### src/rtl/arb_pkg.sv
// rtl/arb_pkg.sv - shared types and helpers for the weighted round-robin arbiter family
package arb_pkg;

    // Occupancy of the 2-entry output skid buffer.
    typedef enum logic [1:0] {
        EMPTY = 2'd0,  // output reg empty, skid empty
        ONE   = 2'd1,  // output reg holds an entry, skid empty
        FULL  = 2'd2   // output reg and skid both hold entries
    } skid_state_t;

    // Widest one-hot vector the index helper handles.
    localparam int OH_MAX = 32;

    // Index width for n requesters; never collapses to zero bits.
    function automatic int idx_w(input int n);
        return (n > 1) ? $clog2(n) : 1;
    endfunction

    // OR-reduction of the set bit positions: exact for one-hot input,
    // zero for an all-zero vector.
    function automatic logic [4:0] onehot_to_idx(input logic [OH_MAX-1:0] oh);
        logic [4:0] idx;
        idx = '0;
        for (int k = 0; k < OH_MAX; k++) begin
            if (oh[k]) begin
                idx = idx | 5'(k);
            end
        end
        return idx;
    endfunction

endpackage

### src/rtl/arb_grant_mux_if.sv
// rtl/arb_grant_mux_if.sv - request/grant in, valid/ready out bundle for arb_grant_mux
interface arb_grant_mux_if #(
    parameter int N  = 4,
    parameter int DW = 32,
    parameter int CW = 16
);
    import arb_pkg::*;

    localparam int IW = idx_w(N);

    logic [N-1:0]    i_req;        // per-requester valid
    logic [N*DW-1:0] i_data;       // packed payloads, requester k at [k*DW +: DW]
    logic [N-1:0]    i_grant;      // arbiter grant, one-hot or zero
    logic [N-1:0]    o_ack;        // combinational pop strobe
    logic            o_valid;      // output payload valid
    logic [DW-1:0]   o_data;       // output payload
    logic [IW-1:0]   o_src;        // source index of o_data
    logic            i_ready;      // downstream ready
    logic            o_err;        // multi-hot grant seen last cycle
    logic [CW-1:0]   o_waste_cnt;  // saturating wasted-grant count

    // Requester/arbiter/downstream side.
    modport master (
        output i_req, i_data, i_grant, i_ready,
        input  o_ack, o_valid, o_data, o_src, o_err, o_waste_cnt
    );

    // Grant mux side.
    modport slave (
        input  i_req, i_data, i_grant, i_ready,
        output o_ack, o_valid, o_data, o_src, o_err, o_waste_cnt
    );

endinterface

### src/rtl/arb_skid_buf.sv
// rtl/arb_skid_buf.sv - generic 2-entry valid/ready skid buffer with registered output
module arb_skid_buf
    import arb_pkg::*;
#(
    parameter int W = 8
) (
    input  logic         clk,
    input  logic         areset,    // asynchronous, active-high
    input  logic         s_tvalid,  // upstream entry offered
    input  logic [W-1:0] s_tdata,
    output logic         s_tready,  // space available (not FULL)
    output logic         m_tvalid,  // registered output valid
    output logic [W-1:0] m_tdata,   // registered output entry
    input  logic         m_tready
);

    skid_state_t  state_q, state_d;
    logic [W-1:0] out_q, out_d;
    logic [W-1:0] skid_q, skid_d;
    logic         out_valid_q, out_valid_d;
    logic         push;
    logic         pop;

    assign s_tready = (state_q != FULL);
    assign push     = s_tvalid & s_tready;
    assign pop      = out_valid_q & m_tready;
    assign m_tvalid = out_valid_q;
    assign m_tdata  = out_q;

    always_comb begin
        state_d = state_q;
        out_d   = out_q;
        skid_d  = skid_q;
        case (state_q)
            EMPTY: begin
                if (push) begin
                    out_d   = s_tdata;
                    state_d = ONE;
                end
            end
            ONE: begin
                if (push && pop) begin
                    // Output drains and refills in the same cycle: no bubble.
                    out_d = s_tdata;
                end else if (push) begin
                    skid_d  = s_tdata;
                    state_d = FULL;
                end else if (pop) begin
                    state_d = EMPTY;
                end
            end
            FULL: begin
                // s_tready is low here, so only the drain path exists.
                if (pop) begin
                    out_d   = skid_q;
                    state_d = ONE;
                end
            end
            default: begin
                state_d = EMPTY;
            end
        endcase
        out_valid_d = (state_d != EMPTY);
    end

    always_ff @(posedge clk or posedge areset) begin
        if (areset) begin
            state_q     <= EMPTY;
            out_q       <= '0;
            skid_q      <= '0;
            out_valid_q <= 1'b0;
        end else begin
            state_q     <= state_d;
            out_q       <= out_d;
            skid_q      <= skid_d;
            out_valid_q <= out_valid_d;
        end
    end

endmodule

### src/rtl/arb_grant_mux.sv
// rtl/arb_grant_mux.sv - grant-driven payload select, source pop and skid-buffered output
module arb_grant_mux
    import arb_pkg::*;
#(
    parameter int N  = 4,   // requesters, N >= 2, N <= 32
    parameter int DW = 32,  // payload width
    parameter int CW = 16   // wasted-grant counter width
) (
    input  logic            clk,
    input  logic            areset,  // asynchronous, active-high
    arb_grant_mux_if.slave  bus      // request/grant in, valid/ready out
);

    localparam int IW = idx_w(N);
    localparam int W  = DW + IW;

    logic [N-1:0]  hit;
    logic          multi;
    logic          space;
    logic          accept;
    logic [IW-1:0] hit_idx;
    logic [W-1:0]  entry;
    logic [W-1:0]  out_entry;
    logic          out_valid;
    logic          err_q, err_d;
    logic [CW-1:0] waste_q, waste_d;

    assign hit = bus.i_grant & bus.i_req;
    // x & (x-1) clears the lowest set bit; anything left means multi-hot.
    assign multi  = |(bus.i_grant & (bus.i_grant - N'(1)));
    assign accept = (|hit) & ~multi & space;

    // Gated by reset so no requester is popped while the buffer is held clear.
    assign bus.o_ack = (accept && !areset) ? hit : '0;

    assign hit_idx = IW'(onehot_to_idx(OH_MAX'(hit)));
    assign entry   = {bus.i_data[hit_idx*DW +: DW], hit_idx};

    arb_skid_buf #(
        .W (W)
    ) u_skid (
        .clk      (clk),
        .areset   (areset),
        .s_tvalid (accept),
        .s_tdata  (entry),
        .s_tready (space),
        .m_tvalid (out_valid),
        .m_tdata  (out_entry),
        .m_tready (bus.i_ready)
    );

    assign bus.o_valid     = out_valid;
    assign bus.o_data      = out_entry[W-1:IW];
    assign bus.o_src       = out_entry[IW-1:0];
    assign bus.o_err       = err_q;
    assign bus.o_waste_cnt = waste_q;

    always_comb begin
        err_d   = multi;
        waste_d = waste_q;
        // A real request was granted but could not be taken: the slot is lost.
        if ((|hit) && !accept && (waste_q != {CW{1'b1}})) begin
            waste_d = waste_q + CW'(1);
        end
    end

    always_ff @(posedge clk or posedge areset) begin
        if (areset) begin
            err_q   <= 1'b0;
            waste_q <= '0;
        end else begin
            err_q   <= err_d;
            waste_q <= waste_d;
        end
    end

endmodule

### src/flat_wrapper.sv
// flat-port wrapper written by rule: the top's interface ports become plain ports
module arb_grant_mux_flat import arb_pkg::*;
#(
    parameter int N  = 4,                                 
    parameter int DW = 32,                  
    parameter int CW = 16                                
)
  (clk, areset, bus_i_req, bus_i_data, bus_i_grant, bus_i_ready, bus_o_ack, bus_o_valid, bus_o_data, bus_o_src, bus_o_err, bus_o_waste_cnt);
  arb_grant_mux_if #(.N(N), .DW(DW), .CW(CW)) bus_i ();
  input  logic clk;
  input  logic areset;
  input wire logic [$bits(bus_i.i_req)-1:0] bus_i_req;
  input wire logic [$bits(bus_i.i_data)-1:0] bus_i_data;
  input wire logic [$bits(bus_i.i_grant)-1:0] bus_i_grant;
  input wire logic [$bits(bus_i.i_ready)-1:0] bus_i_ready;
  output wire logic [$bits(bus_i.o_ack)-1:0] bus_o_ack;
  output wire logic [$bits(bus_i.o_valid)-1:0] bus_o_valid;
  output wire logic [$bits(bus_i.o_data)-1:0] bus_o_data;
  output wire logic [$bits(bus_i.o_src)-1:0] bus_o_src;
  output wire logic [$bits(bus_i.o_err)-1:0] bus_o_err;
  output wire logic [$bits(bus_i.o_waste_cnt)-1:0] bus_o_waste_cnt;
  assign bus_i.i_req = bus_i_req;
  assign bus_i.i_data = bus_i_data;
  assign bus_i.i_grant = bus_i_grant;
  assign bus_i.i_ready = bus_i_ready;
  assign bus_o_ack = bus_i.o_ack;
  assign bus_o_valid = bus_i.o_valid;
  assign bus_o_data = bus_i.o_data;
  assign bus_o_src = bus_i.o_src;
  assign bus_o_err = bus_i.o_err;
  assign bus_o_waste_cnt = bus_i.o_waste_cnt;
  arb_grant_mux #(.N(N), .DW(DW), .CW(CW)) u_core (.clk(clk), .areset(areset), .bus(bus_i));
endmodule
### config.mk
export PLATFORM = sky130hd
export DESIGN_NAME = arb_grant_mux_flat
export DESIGN_NICKNAME = d
export VERILOG_FILES = /design/src/rtl/arb_pkg.sv /design/src/rtl/arb_grant_mux_if.sv /design/src/rtl/arb_skid_buf.sv /design/src/rtl/arb_grant_mux.sv /design/src/flat_wrapper.sv
export SDC_FILE = /design/constraint.sdc
export NUM_CORES = 1
export LEC_CHECK = 0
export ABC_AREA = 1
export CAP_MARGIN = 20
export CORE_UTILIZATION = 42
export DETAILED_ROUTE_END_ITERATION = 16
export PLACE_DENSITY = 0.78
export SYNTH_ARGS = -nofsm -noshare
export SYNTH_HDL_FRONTEND = slang
export SYNTH_SLANG_ARGS = --single-unit
export TNS_END_PERCENT = 10
### constraint.sdc
create_clock -name clk -period 3.9 [get_ports clk]
set_clock_uncertainty 0.15 [all_clocks]
set_input_delay 0.78 -clock clk [delete_from_list [all_inputs] [get_ports clk]]
set_output_delay 0.78 -clock clk [all_outputs]
set_load 0.05 [all_outputs]
==> flow_metrics.py, run 1 <==
metrics = {
    "route": {
        "first_pass_iters": 5,
        "first_iter_violations": 311,
        "vias": 6023,
        "via_per_inst": 4.881,
        "route.met3.wl_mm": 1.048,
        "drt_wl_total_mm": 17.15,
        "ant_nets": 0,
        "routed.top_layer": "met4",
        "wl_met1_mm": 7.606,
        "wl_met2_mm": 8.119,
        "route.detailed.drc": 0,
        "wl_per_cell_um": 13.90,
    },
    "sta": {
        "slew_headroom_pct": 55.90,
        "tns_ns": 0,
        "fmax_mhz": 310.9,
        "setup_viol": 0,
        "tightest_slew_ns": 0.6606,
        "rsz0062_at_grt": "no",
        "post-route-period-util_pct": 82.47,
        "finalHoldViolations": 0,
        "slew_viol_final": 0,
        "layout_min_cycle_time_ns": 3.216,
    },
    "clock_network": {
        "clkSlewWorstSetupHoldPaths_ns": 0.06,
        "cts_buffer_depth": 2,
        "clk_latency_ns": 0.34,
        "htreeDepth": 3,
        "ctsResizeCount": 0,
        "cts_buffers": 9,
        "cts_tree": "done",
        "cts.sinks": 88,
        "ctsHoldBuffers": 0,
        "cts-root-buf": "clkbuf_16",
        "postCtsSetupBuffers": 0,
    },
    "cells_and_area": {
        "area_growth_pct": 42.48,
        "final_cell_mix": "nand2_1, clkdlybuf4s50_1, nand3_1",
        "drive_gt1_share_pct": 4.426,
        "layout.nets": 1197,
        "layout.cells.non_filler": 1234,
        "final_common_cell": "nand2_1",
        "num_antenna_cells": 0,
        "final_core_util_pct": 62.33,
    },
    "critical_path": {
        "cp_max_fo": 7,
        "start_kind": "primary input",
        "end_kind": "output port",
        "path_class": "in -> out",
        "required_ns": 2.97,
        "crit_arrival_ns": 2.29,
    },
    "placed_design": {
        "place_congestion": 0.8099,
        "dp_cells": 1218,
        "hpwl_mm": 12.21,
        "io_buffers": 194,
    },
    "synthesis": {
        "synthAdderAreaFrac_pct": 0.2239,
        "ys_types": 26,
        "syn_area_per_cell_um2": 6.307,
        "synth_top_family_by_area": "simple AND/OR/NAND/NOR gates",
        "yosysWarnings": 0,
        "yosysSeqAreaShare_pct": 39.41,
        "syn_area_um2": 5588,
        "synth_xor_area_share_pct": 1.724,
        "synthMuxAreaShare_pct": 0,
        "syn_inst": 886,
        "synthesis.nets": 1026,
        "ys_ff_latch": 88,
        "yosys.area_share.simple_pct": 44.13,
        "synth_compound_area_share_pct": 4.501,
    },
    "power": {
        "switchingPower_uw": 2169,
        "p_seq_share_pct": 31.7,
        "power_frac_comb_pct": 51.2,
        "switching_share_pct": 45.68,
        "p_int_uw": 2579,
        "ir_worst_vdd_uv": 425.7,
        "p_clk_share_pct": 17.1,
        "p_leak_uw": 0.004179,
        "p_per_area_nw_per_um2": 596.3,
    },
    "outcome": {
        "status": "finished, final reports clean",
    },
    "die": {
        "coreArea_um2": 12770,
        "fp.dieH_um": 117.3,
        "ios": 195,
        "die_x_um": 117.3,
        "start_util_pct": 43.75,
        "dieArea_um2": 13770,
        "rows": 41,
    },
    "global_route": {
        "grt_pass1_vias": 5860,
        "grt_antenna_before_repair": 0,
        "grt.total_usage_pct": 26.21,
        "grt_pass1_wl_mm": 28.92,
        "grt_max_degree": 62,
        "grt_overflow": 0,
    },
    "flow_run": {
        "drv_cap": 0,
    },
    "worst_hold_path": {
        "min_path_type": "reg -> reg",
    },
}
-- final timing paths --
check | startpoint | to | slack (ns) | cells past startpoint
min in group asynchronous | areset | u_core.u_skid.skid_q[2] | 0.87 | 3
worst max register to register | u_core.u_skid.state_q[0] | u_core.bus.o_waste_cnt[9] | 1.90 | 8
max in group asynchronous | areset | u_core.u_skid.m_tdata[13] | 1.69 | 4
worst min-delay path | u_core.u_skid.m_tdata[32] | u_core.u_skid.m_tdata[32] | 0.33 | 2
worst min register to register | u_core.u_skid.m_tdata[32] | u_core.u_skid.m_tdata[32] | 0.33 | 2
worst max-delay path | bus_i_grant[1] | bus_o_ack[0] | 0.68 | 8
-- metrics by stage --
step           hold WS, ns  setup WS (ns)  total power [µW]  instance area, µm²
2_1_floorplan       0.3034         0.2100              3099                5592
3_3_place_gp        0.3117         0.7282              3899                7661
3_5_place_dp        0.3150         0.7130              3962                7689
4_1_cts             0.3308         0.6953              4781                7961
5_1_grt             0.3557         0.5456              5061                7961
6_report            0.3253         0.6835              4747                7961
-- flip-flops by register name, summed over array words and instances, names as in the netlist --
name and count:
u_core.u_skid.state_q 2, u_core.bus.o_waste_cnt 16, u_core.u_skid.skid_q 34, u_core.u_skid.m_tdata 34
u_core.bus.o_err 1, u_core.u_skid.m_tvalid 1
-- layout make-up --
type / instances / area [µm²]
clock buffer: 9 / 225.2
multi-input combinational: 671 / 2834
tap: 172 / 215.2
sequential: 88 / 2202
fill: 1172 / 4812
timing repair buffer: 206 / 2130
inverter: 81 / 307.8
clock inverter: 7 / 47.55
-- power by group through the flow --
stage	sequential, µW	combinational [µW]	clock [µW]
CTS	1510	2450	822
detailed placement	1520	2450	0
floorplan	2180	922	0
global placement	1510	2390	0
finish	1510	2430	812
global route	1550	2640	865
-- cells in the mapped netlist, drive strengths merged --
| library cell | n | area (µm²) |
|---|---|---|
| clkbuf | 8 | 30.03 |
| inv | 81 | 304.0 |
| dfrtp | 88 | 2202 |
| nand4 | 2 | 12.51 |
| a21oi | 2 | 17.52 |
| nor3 | 2 | 10.01 |
| nand2 | 484 | 1834 |
| o21ai | 43 | 226.5 |
| o21a | 1 | 7.510 |
| xnor2 | 7 | 61.31 |
| xor2 | 4 | 35.03 |
| nand3b | 1 | 7.510 |
| ha | 1 | 12.51 |
| buf | 38 | 225.2 |
| nor2 | 23 | 96.35 |
| nand3 | 101 | 505.5 |
-- critical path, cell delays in order --
cell and delay, ns:
clkdlybuf4s50_1 0.51, nand2_2 0.14, nand2_1 0.16, o21ai_4 0.08, inv_2 0.07, nand3_1 0.13, nor2_1 0.23, buf_12 0.17
-- metal layers --
metal | track usage (%) | vias to the layer above
met5 | 0 | -
met4 | 9.578 | 0
met3 | 3.940 | 23
met2 | 44.45 | 214
met1 | 33.71 | 2732
li1 | - | 3054
-- logic make-up after synthesis --
kind of cell / Yosys count
XOR/XNOR: 11
buffers and inverters: 127
AND/OR/NAND/NOR: 613
flip-flops: 88
adder cells (fa/ha/maj): 1
AO/OA/AOI/OAI: 46
(Power assumes the default switching activity.)
==> inputs of run 2 (changes only) <==
- clock period: 3.9 -> 2.9 ns (I/O delays scaled with it)
==> run 2 against run 1 <==
Compared with the run above: sequential power increased by 34%; first-iteration DRC count increased by 1.6%; clock-buffer cell count unchanged.
==> flow_metrics.py, run 2 (same netlist as run 1, synthesis figures left out) <==
metrics = {
    "route": {
        "first_pass_iters": 5,
        "route.detailed.drc": 0,
        "drt_wl_total_mm": 16.98,
        "via_per_inst": 4.837,
        "vias": 6012,
        "first_iter_violations": 316,
        "wl_per_cell_um": 13.66,
        "ant_nets": 0,
    },
    "clock_network": {
        "cts_tree": "done",
        "cts-root-buf": "clkbuf_16",
        "clkSlewWorstSetupHoldPaths_ns": 0.06,
        "cts.sinks": 88,
        "htreeDepth": 3,
        "postCtsSetupBuffers": 0,
        "cts_buffers": 9,
        "cts_buffer_depth": 2,
        "ctsResizeCount": 0,
        "ctsHoldBuffers": 0,
        "clk_latency_ns": 0.33,
    },
    "sta": {
        "finalHoldViolations": 0,
        "setup_viol": 0,
        "rsz0062_at_grt": "no",
        "worst_hold_slack_ns": 0.3281,
        "tightest_slew_ns": 0.5766,
        "fmax_mhz": 362.0,
        "slew_viol_final": 0,
        "slew_headroom_pct": 61.44,
        "post-route-period-util_pct": 95.25,
        "tns_ns": 0,
        "finalWorstSetupSlack_ns": 0.1377,
        "layout_min_cycle_time_ns": 2.762,
    },
    "critical_path": {
        "crit_family": "simple AND/OR/NAND/NOR gates",
        "cpMaxStageDelayCell": "clkdlybuf4s50_1",
        "crit_chain": "clkdlybuf4s50_1, nor2_1, nand2_1, nand2_1, o21ai_4, inv_2, nand3_2, nor2_2, buf_12",
        "required_ns": 2.17,
        "crit_arrival_ns": 2.03,
        "path_class": "in -> out",
        "start_kind": "primary input",
        "cp_num_buf_inv": 3,
        "cp_max_fo": 4,
        "end_kind": "output port",
        "cpPeakStageDelay_ns": 0.45,
        "crit_top_cell": "nand2_1",
    },
    "cells_and_area": {
        "drive_gt1_share_pct": 5.696,
        "layout.cells.non_filler": 1243,
        "layout.nets": 1206,
        "final_common_cell": "nand2_1",
        "seqCellArea_um2": 2202,
        "final_cell_mix": "nand2_1, clkdlybuf4s50_1, nand3_1",
        "num_antenna_cells": 0,
        "multi_input_area_um2": 2856,
        "area_growth_pct": 44.36,
        "nFillCells": 1170,
    },
    "global_route": {
        "grt_max_degree": 57,
        "grt.total_usage_pct": 26.01,
        "grt_pass1_vias": 5845,
        "grt_overflow": 0,
        "grt_pass1_wl_mm": 28.79,
        "grt_antenna_before_repair": 0,
    },
    "power": {
        "p_total_uw": 6399,
        "p_per_area_nw_per_um2": 793.3,
        "ir_worst_vdd_uv": 463.4,
        "p_leak_uw": 0.004226,
    },
    "outcome": {
        "status": "finished, final reports clean",
    },
    "worst_hold_path": {
        "min_path_type": "reg -> reg",
    },
    "flow_run": {
        "drv_cap": 0,
    },
    "placed_design": {
        "hpwl_mm": 12.56,
        "pre_cts_slack_ns": 0.01255,
        "dp_cells": 1227,
        "place_congestion": 0.8563,
        "io_buffers": 194,
    },
    "die": {
        "rows": 41,
        "dieArea_um2": 13770,
        "fp.dieH_um": 117.3,
        "die_x_um": 117.3,
        "ios": 195,
        "start_util_pct": 43.75,
        "coreArea_um2": 12770,
    },
}
==> run 2: changes by cell type in the layout (fill, tap and decap cells not counted), moves of 2 or more <==
cell	delta
buf_4	+8
nor2_1	-4
nor2_2	+4
buf_12	+2
clkinv_2	-2
clkinv_4	+2
==> run 2: final timing paths <==
check                      slack, ns  depth (start not counted)                        end                      start
min in group asynchronous       0.71                          3   u_core.u_skid.m_tdata[4]                     areset
max                             0.14                          9               bus_o_ack[2]             bus_i_grant[1]
min reg2reg                     0.33                          2  u_core.u_skid.m_tdata[27]  u_core.u_skid.m_tdata[27]
min                             0.33                          2  u_core.u_skid.m_tdata[27]  u_core.u_skid.m_tdata[27]
max reg2reg                     0.76                          8  u_core.u_skid.m_tdata[10]   u_core.u_skid.state_q[1]
max in group asynchronous       0.90                          4   u_core.u_skid.skid_q[11]                     areset
==> run 2: worst min-delay path, delay by kind of cell, from the launching register on <==
family / cells / cell delay [ns]
flip-flops: 1 / 0.34
AND/OR/NAND/NOR: 2 / 0.11
==> run 2: metal layers <==
layer / track usage [%] / routed length, µm / up-vias
li1: - / - / 3072
met1: 33.10 / 7394 / 2719
met4: 8.685 / 390 / 0
met5: 0 / 0 / -
met2: 44.53 / 8228 / 197
met3: 4.377 / 969 / 24
==> run 2: cell type report <==
class | instances | area share, %
well taps | 172 | 2.668
clock buffers | 9 | 2.792
repair buffers | 215 | 27.30
flip-flops and latches | 88 | 27.30
clock inverters | 7 | 0.7135
multi-input cells | 671 | 35.41
inverters | 81 | 3.816
==> run 2: where the power goes <==
group          total (µW)  internal (µW)  leakage, µW  switching, µW
Sequential           2030           1730      0.00111            294
Clock                1090            589     0.000134            504
Combinational        3280           1160      0.00298           2120
Total                6400           3480      0.00423           2920
==> run 2: metrics by stage <==
stage	area [µm²]	util [%]
floorplan	5592	-
global placement	7769	60.82
detailed placement	7769	60.82
CTS	8051	63.03
global route	8066	63.15
finish	8066	63.15
